### config.mk
export PLATFORM = sky130hd
export DESIGN_NAME = wt_cache_ctrl
export DESIGN_NICKNAME = d
export VERILOG_FILES = /design/src/rtl/wt_cache_ctrl.sv
export SDC_FILE = /design/constraint.sdc
export NUM_CORES = 1
export LEC_CHECK = 0
export ABC_CLOCK_PERIOD_IN_PS = 10900
export CAP_MARGIN = 0
export CELL_PAD_IN_SITES_DETAIL_PLACEMENT = 0
export CELL_PAD_IN_SITES_GLOBAL_PLACEMENT = 1
export CORE_MARGIN = 5
export CORE_UTILIZATION = 40
export DETAILED_ROUTE_END_ITERATION = 8
export PLACE_DENSITY = 0.67
export SLEW_MARGIN = 20
export SYNTH_ARGS = -nofsm -noshare
export SYNTH_HDL_FRONTEND = slang
export SYNTH_SLANG_ARGS = --single-unit
### constraint.sdc
create_clock -name clk -period 10.9 [get_ports clk]
set_input_delay 3.27 -clock clk [delete_from_list [all_inputs] [get_ports clk]]
set_output_delay 3.27 -clock clk [all_outputs]
set_load 0.01 [all_outputs]
### src/rtl/wt_cache_ctrl.sv
// wt_cache_ctrl: direct-mapped, write-through, write-allocate cache controller
// between the CPU sequencer and a single-port synchronous RAM (one-cycle read).
//
// Ports:
//   clk, rst_n          system clock (rising edge), synchronous active-low reset
//   cpu_req/we/addr/wdata  request handshake, fields captured when accepted in IDLE
//   cpu_rdata/ready/hit    completion: one-cycle ready pulse with data and lookup result
//   cpu_busy            controller is not in IDLE
//   flush               invalidate every line (acted on in IDLE only)
//   mem_cs/we/oe/addr/wdata  RAM controls and write data; mem_rdata RAM read data
//   hit_count/miss_count     saturating lookup statistics
//
// state    | meaning
// IDLE     | waiting for cpu_req or flush
// LOOKUP   | tag compare on captured address; store writes line and starts RAM write
// MEM_RD   | RAM read command held while RAM samples the address
// MEM_WAIT | RAM data arrives; fill line and complete load
// MEM_WR   | RAM write done; complete store
module wt_cache_ctrl #(
    parameter int ADDR_WIDTH = 14,
    parameter int DATA_WIDTH = 16,
    parameter int INDEX_BITS = 4
) (
    input  logic                  clk,
    input  logic                  rst_n,
    input  logic                  cpu_req,
    input  logic                  cpu_we,
    input  logic [ADDR_WIDTH-1:0] cpu_addr,
    input  logic [DATA_WIDTH-1:0] cpu_wdata,
    output logic [DATA_WIDTH-1:0] cpu_rdata,
    output logic                  cpu_ready,
    output logic                  cpu_hit,
    output logic                  cpu_busy,
    input  logic                  flush,
    output logic                  mem_cs,
    output logic                  mem_we,
    output logic                  mem_oe,
    output logic [ADDR_WIDTH-1:0] mem_addr,
    output logic [DATA_WIDTH-1:0] mem_wdata,
    input  logic [DATA_WIDTH-1:0] mem_rdata,
    output logic [15:0]           hit_count,
    output logic [15:0]           miss_count
);

    localparam int TAG_W = ADDR_WIDTH - INDEX_BITS;
    localparam int LINES = 1 << INDEX_BITS;

    typedef enum logic [2:0] {IDLE, LOOKUP, MEM_RD, MEM_WAIT, MEM_WR} state_t;

    state_t                r_state, w_state_nx;
    logic                  r_we;
    logic [ADDR_WIDTH-1:0] r_addr;
    logic [DATA_WIDTH-1:0] r_wdata;
    logic [LINES-1:0]      r_valid;
    logic [TAG_W-1:0]      r_tag  [LINES];
    logic [DATA_WIDTH-1:0] r_data [LINES];

    logic [DATA_WIDTH-1:0] r_cpu_rdata, w_cpu_rdata_nx;
    logic                  r_cpu_ready, w_cpu_ready_nx;
    logic                  r_cpu_hit, w_cpu_hit_nx;
    logic                  r_cpu_busy;
    logic                  r_mem_cs, w_mem_cs_nx;
    logic                  r_mem_we, w_mem_we_nx;
    logic                  r_mem_oe, w_mem_oe_nx;
    logic [ADDR_WIDTH-1:0] r_mem_addr, w_mem_addr_nx;
    logic [DATA_WIDTH-1:0] r_mem_wdata, w_mem_wdata_nx;
    logic [15:0]           r_hit_count, w_hit_count_nx;
    logic [15:0]           r_miss_count, w_miss_count_nx;

    logic                  w_accept;
    logic                  w_flush;
    logic                  w_line_we;
    logic [DATA_WIDTH-1:0] w_line_data;

    logic [INDEX_BITS-1:0] w_index;
    logic [TAG_W-1:0]      w_tag;
    logic                  w_hit;

    assign w_index = r_addr[INDEX_BITS-1:0];
    assign w_tag   = r_addr[ADDR_WIDTH-1:INDEX_BITS];
    assign w_hit   = r_valid[w_index] && (r_tag[w_index] == w_tag);

    always_comb begin
        w_state_nx      = r_state;
        w_cpu_rdata_nx  = r_cpu_rdata;
        w_cpu_ready_nx  = 1'b0;
        w_cpu_hit_nx    = r_cpu_hit;
        w_mem_cs_nx     = r_mem_cs;
        w_mem_we_nx     = r_mem_we;
        w_mem_oe_nx     = r_mem_oe;
        w_mem_addr_nx   = r_mem_addr;
        w_mem_wdata_nx  = r_mem_wdata;
        w_hit_count_nx  = r_hit_count;
        w_miss_count_nx = r_miss_count;
        w_accept        = 1'b0;
        w_flush         = 1'b0;
        w_line_we       = 1'b0;
        w_line_data     = r_wdata;

        case (r_state)
            IDLE: begin
                if (flush) begin
                    w_flush = 1'b1;
                end else if (cpu_req) begin
                    w_accept   = 1'b1;
                    w_state_nx = LOOKUP;
                end
            end
            LOOKUP: begin
                w_cpu_hit_nx = w_hit;
                if (w_hit) begin
                    w_hit_count_nx = (r_hit_count == 16'hFFFF) ? r_hit_count : r_hit_count + 16'd1;
                end else begin
                    w_miss_count_nx = (r_miss_count == 16'hFFFF) ? r_miss_count : r_miss_count + 16'd1;
                end
                if (r_we) begin
                    // allocate on every store, hit or not
                    w_line_we      = 1'b1;
                    w_line_data    = r_wdata;
                    w_mem_cs_nx    = 1'b1;
                    w_mem_we_nx    = 1'b1;
                    w_mem_oe_nx    = 1'b0;
                    w_mem_addr_nx  = r_addr;
                    w_mem_wdata_nx = r_wdata;
                    w_state_nx     = MEM_WR;
                end else if (w_hit) begin
                    w_cpu_rdata_nx = r_data[w_index];
                    w_cpu_ready_nx = 1'b1;
                    w_state_nx     = IDLE;
                end else begin
                    w_mem_cs_nx   = 1'b1;
                    w_mem_we_nx   = 1'b0;
                    w_mem_oe_nx   = 1'b1;
                    w_mem_addr_nx = r_addr;
                    w_state_nx    = MEM_RD;
                end
            end
            MEM_RD: begin
                w_state_nx = MEM_WAIT;
            end
            MEM_WAIT: begin
                w_line_we      = 1'b1;
                w_line_data    = mem_rdata;
                w_cpu_rdata_nx = mem_rdata;
                w_cpu_ready_nx = 1'b1;
                w_cpu_hit_nx   = 1'b0;
                w_mem_cs_nx    = 1'b0;
                w_mem_oe_nx    = 1'b0;
                w_state_nx     = IDLE;
            end
            MEM_WR: begin
                w_mem_cs_nx    = 1'b0;
                w_mem_we_nx    = 1'b0;
                w_cpu_ready_nx = 1'b1;
                w_state_nx     = IDLE;
            end
            default: begin
                w_state_nx = IDLE;
            end
        endcase
    end

    always_ff @(posedge clk) begin
        if (!rst_n) begin
            r_state      <= IDLE;
            r_we         <= 1'b0;
            r_addr       <= '0;
            r_wdata      <= '0;
            r_valid      <= '0;
            r_cpu_rdata  <= '0;
            r_cpu_ready  <= 1'b0;
            r_cpu_hit    <= 1'b0;
            r_cpu_busy   <= 1'b0;
            r_mem_cs     <= 1'b0;
            r_mem_we     <= 1'b0;
            r_mem_oe     <= 1'b0;
            r_mem_addr   <= '0;
            r_mem_wdata  <= '0;
            r_hit_count  <= '0;
            r_miss_count <= '0;
        end else begin
            r_state      <= w_state_nx;
            r_cpu_rdata  <= w_cpu_rdata_nx;
            r_cpu_ready  <= w_cpu_ready_nx;
            r_cpu_hit    <= w_cpu_hit_nx;
            r_cpu_busy   <= (w_state_nx != IDLE);
            r_mem_cs     <= w_mem_cs_nx;
            r_mem_we     <= w_mem_we_nx;
            r_mem_oe     <= w_mem_oe_nx;
            r_mem_addr   <= w_mem_addr_nx;
            r_mem_wdata  <= w_mem_wdata_nx;
            r_hit_count  <= w_hit_count_nx;
            r_miss_count <= w_miss_count_nx;
            if (w_accept) begin
                r_we    <= cpu_we;
                r_addr  <= cpu_addr;
                r_wdata <= cpu_wdata;
            end
            if (w_flush) begin
                r_valid <= '0;
            end else if (w_line_we) begin
                r_valid[w_index] <= 1'b1;
            end
        end
    end

    // Tag/data contents survive reset; only the valid bits are cleared.
    always_ff @(posedge clk) begin
        if (rst_n && w_line_we) begin
            r_tag[w_index]  <= w_tag;
            r_data[w_index] <= w_line_data;
        end
    end

    assign cpu_rdata  = r_cpu_rdata;
    assign cpu_ready  = r_cpu_ready;
    assign cpu_hit    = r_cpu_hit;
    assign cpu_busy   = r_cpu_busy;
    assign mem_cs     = r_mem_cs;
    assign mem_we     = r_mem_we;
    assign mem_oe     = r_mem_oe;
    assign mem_addr   = r_mem_addr;
    assign mem_wdata  = r_mem_wdata;
    assign hit_count  = r_hit_count;
    assign miss_count = r_miss_count;

endmodule

==> metrics.md <==
| Metric | Value |
|---|---|
| Global-route wire length before repair | `83200 um` |
| Most frequent cells in the layout | `edfxtp_1, nand2_1, dfxtp_1, clkdlybuf4s50_1, mux4_2` |
| Final Hold Vio Count | `0` |
| CP required | `7630 ps` |
| Via count | `12688` |
| Fin crit share | `0.453` |
| Initial core utilization | `0.406` |
| Initial antenna violation count | `2` |
| PwrDens | `169 nW/um^2` |
| Most common library cell in the layout ignoring fill and taps | `edfxtp_1` |
| Status | `completed` |
| Clock skew | `16.4 ps` |
| MaxCap Viol Count | `0` |
| Crit Path Class | `reg2out` |
| Crit path depth | `1` |
| Fmax | `203 MHz` |
| Post-cts resize count | `0` |
| Syn nets | `1480` |
| Endpoints failing setup | `0` |
| Clk sinks | `554` |
| Overall overflow remaining after global route | `0` |
| Crit path arrival time | `1670 ps` |
| Setup Buffers After CTS | `0` |
| Mean area per synthesized cell | `15.4 um^2` |
| Nets@finish | `1619` |
| CP startpoint kind | `register` |
| Critical path endpoint category | `output pin` |
| Number of I/O port buffers | `134` |
| DIE HEIGHT | `244 um` |
| Post-synth cell types | `55` |
| FP Rows | `85` |
| Worst path slowest cell | `clkdlybuf4s50_1` |
| Syn Inst Count | `1427` |
| Pwr Total | `4360 uW` |
| Largest net degree at the start of global routing | `59` |
| RePlAce Congestion | `0.778` |
| Area of the core | `54100 um^2` |
| Filler cells | `4597` |
| Setup_tns | `0 ps` |
| TritonCTS clock tree | `built` |
| Largest stage delay, worst path | `600 ps` |
| Post-route cell area | `25800 um^2` |
| Async S/R FF share, synth | `0` |
| Layout cell share with drive strength beyond 1 | `0.160` |
| Post-detailed-placement half-perimeter wirelength | `36000 um` |
| Clock Latency Late Sink | `600 ps` |
| Max Buffers Root-to-Sink | `3` |
| Crit-path max FO | `7` |
| Full die area | `59700 um^2` |
| H-Tree Depth | `2` |
| Slew Viols, Final | `0` |
| Final wirelength | `56200 um` |
| Vias in the first global route | `12627` |
| Chip width | `244 um` |
| CTS Hold Bufs | `0` |
| Prevailing post-synth register cell | `edfxtp_1` |
| Clock Pin Slew Worst Setup and Hold Paths | `60 ps` |
| Ant diodes | `0` |
| IO Pins | `135` |
| Pre-antenna DRT Iters | `5` |
| Average wire per standard cell | `24.3 um` |
| Worst slew pin tran | `1060 ps` |
| Root buf cell | `clkbuf_16` |
| Post-place instance area | `24000 um^2` |
| Peak VDD IR | `125 uV` |
| Number of buffers created by CTS | `57` |
| P&R area growth vs syn | `17.5%` |
| Worst slew margin | `0.294` |
| WP buf/inv | `1` |
| Routed Antenna Nets | `0` |
| RSZ-0062 raised after global routing | `false` |
| Gr usage total | `0.185` |
| Worst path top cell family by delay | `buffers and inverters` |
| Worst path cell trace | `clkdlybuf4s50_1` |
| #FFs+latches synth | `554` |
| Mapped Area | `22000 um^2` |
| Worst Hold Class | `reg2reg` |
| Leakage Power | `0.00835 uW` |
| Remaining DRCs | `0` |
| Worst hold path depth | `2` |
| R2R cell count | `8` |
| Number of synthesized flops with an enable pin | `416` |
| Post-synthesis sequential area ratio | `0.694` |
| Vias/cell | `5.50` |
| Iteration-0 DRC Markers | `1170` |
| Final min period | `4940 ps` |
| Synth warnings | `0` |
kinds of logic after synthesis:
| group | count (synthesis) | share of synthesized area |
|---|---|---|
| AOI/OAI and AO/OA | 124 | 0.0323 |
| xor gates and xnor gates | 8 | 0.00319 |
| adders and majority gates | 2 | 0.00114 |
| buffers and inverters | 86 | 0.0182 |
| DFF | 554 | 0.694 |
| muxes | 196 | 0.157 |
| and+or+nand+nor | 457 | 0.0941 |
worst paths after layout:
check / from / to / slack, ps
min: mem_addr[8] / mem_addr[8] / 460
max: hit_count[3] / hit_count[3] / 5960
max reg2reg: register / mem_addr[3] / 6630
min reg2reg: mem_addr[8] / mem_addr[8] / 460
metrics by stage:
stage | hold slack, ps | util | cells | setup WS [ps]
global placement | 444 | 0.444 | 2203 | 5540
global route | 472 | 0.477 | 2307 | 5880
CTS | 464 | 0.477 | 2307 | 5900
floorplan | 431 | - | 1427 | 5120
finish | 460 | 0.477 | 2307 | 5960
detailed placement | 452 | 0.444 | 2203 | 5520
layout make-up:
type                       instances  area (um^2)  area share
sequential                       554        15300       0.592
clock buffer                      78         1580      0.0613
multi-input combinational        787         6350       0.246
timing repair buffer             161         1540      0.0597
clock inverter                    26          171     0.00664
inverter                           5         18.8    0.000727
tap                              696          871      0.0338
sequential cells by signal, summed over array words and instances, names as in the netlist, 3 cells and up, named ones only:
signal and flops:
r_data 256, r_tag 160, cpu_rdata 16, hit_count 16, mem_wdata 16, miss_count 16
r_valid 16, r_wdata 16, mem_addr 14, r_addr 14, r_state 3
metal layers:
layer  vias up  GRT usage  wire (um)
li1       5716          -          -
met1      6508      0.275      25900
met2       398      0.278      24900
met3        64     0.0447       4230
met4         2     0.0471       1050
met5         -          0         16
power by group:
group | internal [uW] | leakage [uW] | switching, uW
Sequential | 2280 | 0.00496 | 30.3
Combinational | 90.6 | 0.00253 | 122
Clock | 1050 | 0.000862 | 786
Total | 3420 | 0.00835 | 938
Yosys cell counts (all sizes together) (3+ instances only):
cell type | instances | area [um^2]
or4b | 4 | 40.0
and2 | 5 | 31.3
buf | 39 | 223
nand3 | 20 | 113
and4 | 3 | 28.8
edfxtp | 416 | 12500
nand3b | 3 | 22.5
o22ai | 4 | 25.0
clkbuf | 42 | 158
nand4 | 9 | 56.3
nand2 | 282 | 1060
nor3 | 8 | 40.0
nand2b | 20 | 125
o31ai | 13 | 97.6
and3 | 9 | 61.3
nor2 | 56 | 213
mux2i | 70 | 701
a22oi | 3 | 22.5
inv | 5 | 18.8
nor2b | 7 | 43.8
a21oi | 84 | 420
or3 | 6 | 37.5
dfxtp | 138 | 2760
mux2 | 10 | 113
or4 | 15 | 116
mux4 | 116 | 2630
o21ai | 9 | 45.0
xnor2 | 8 | 70.1
Note: power is estimated with default switching activity, not from simulation.
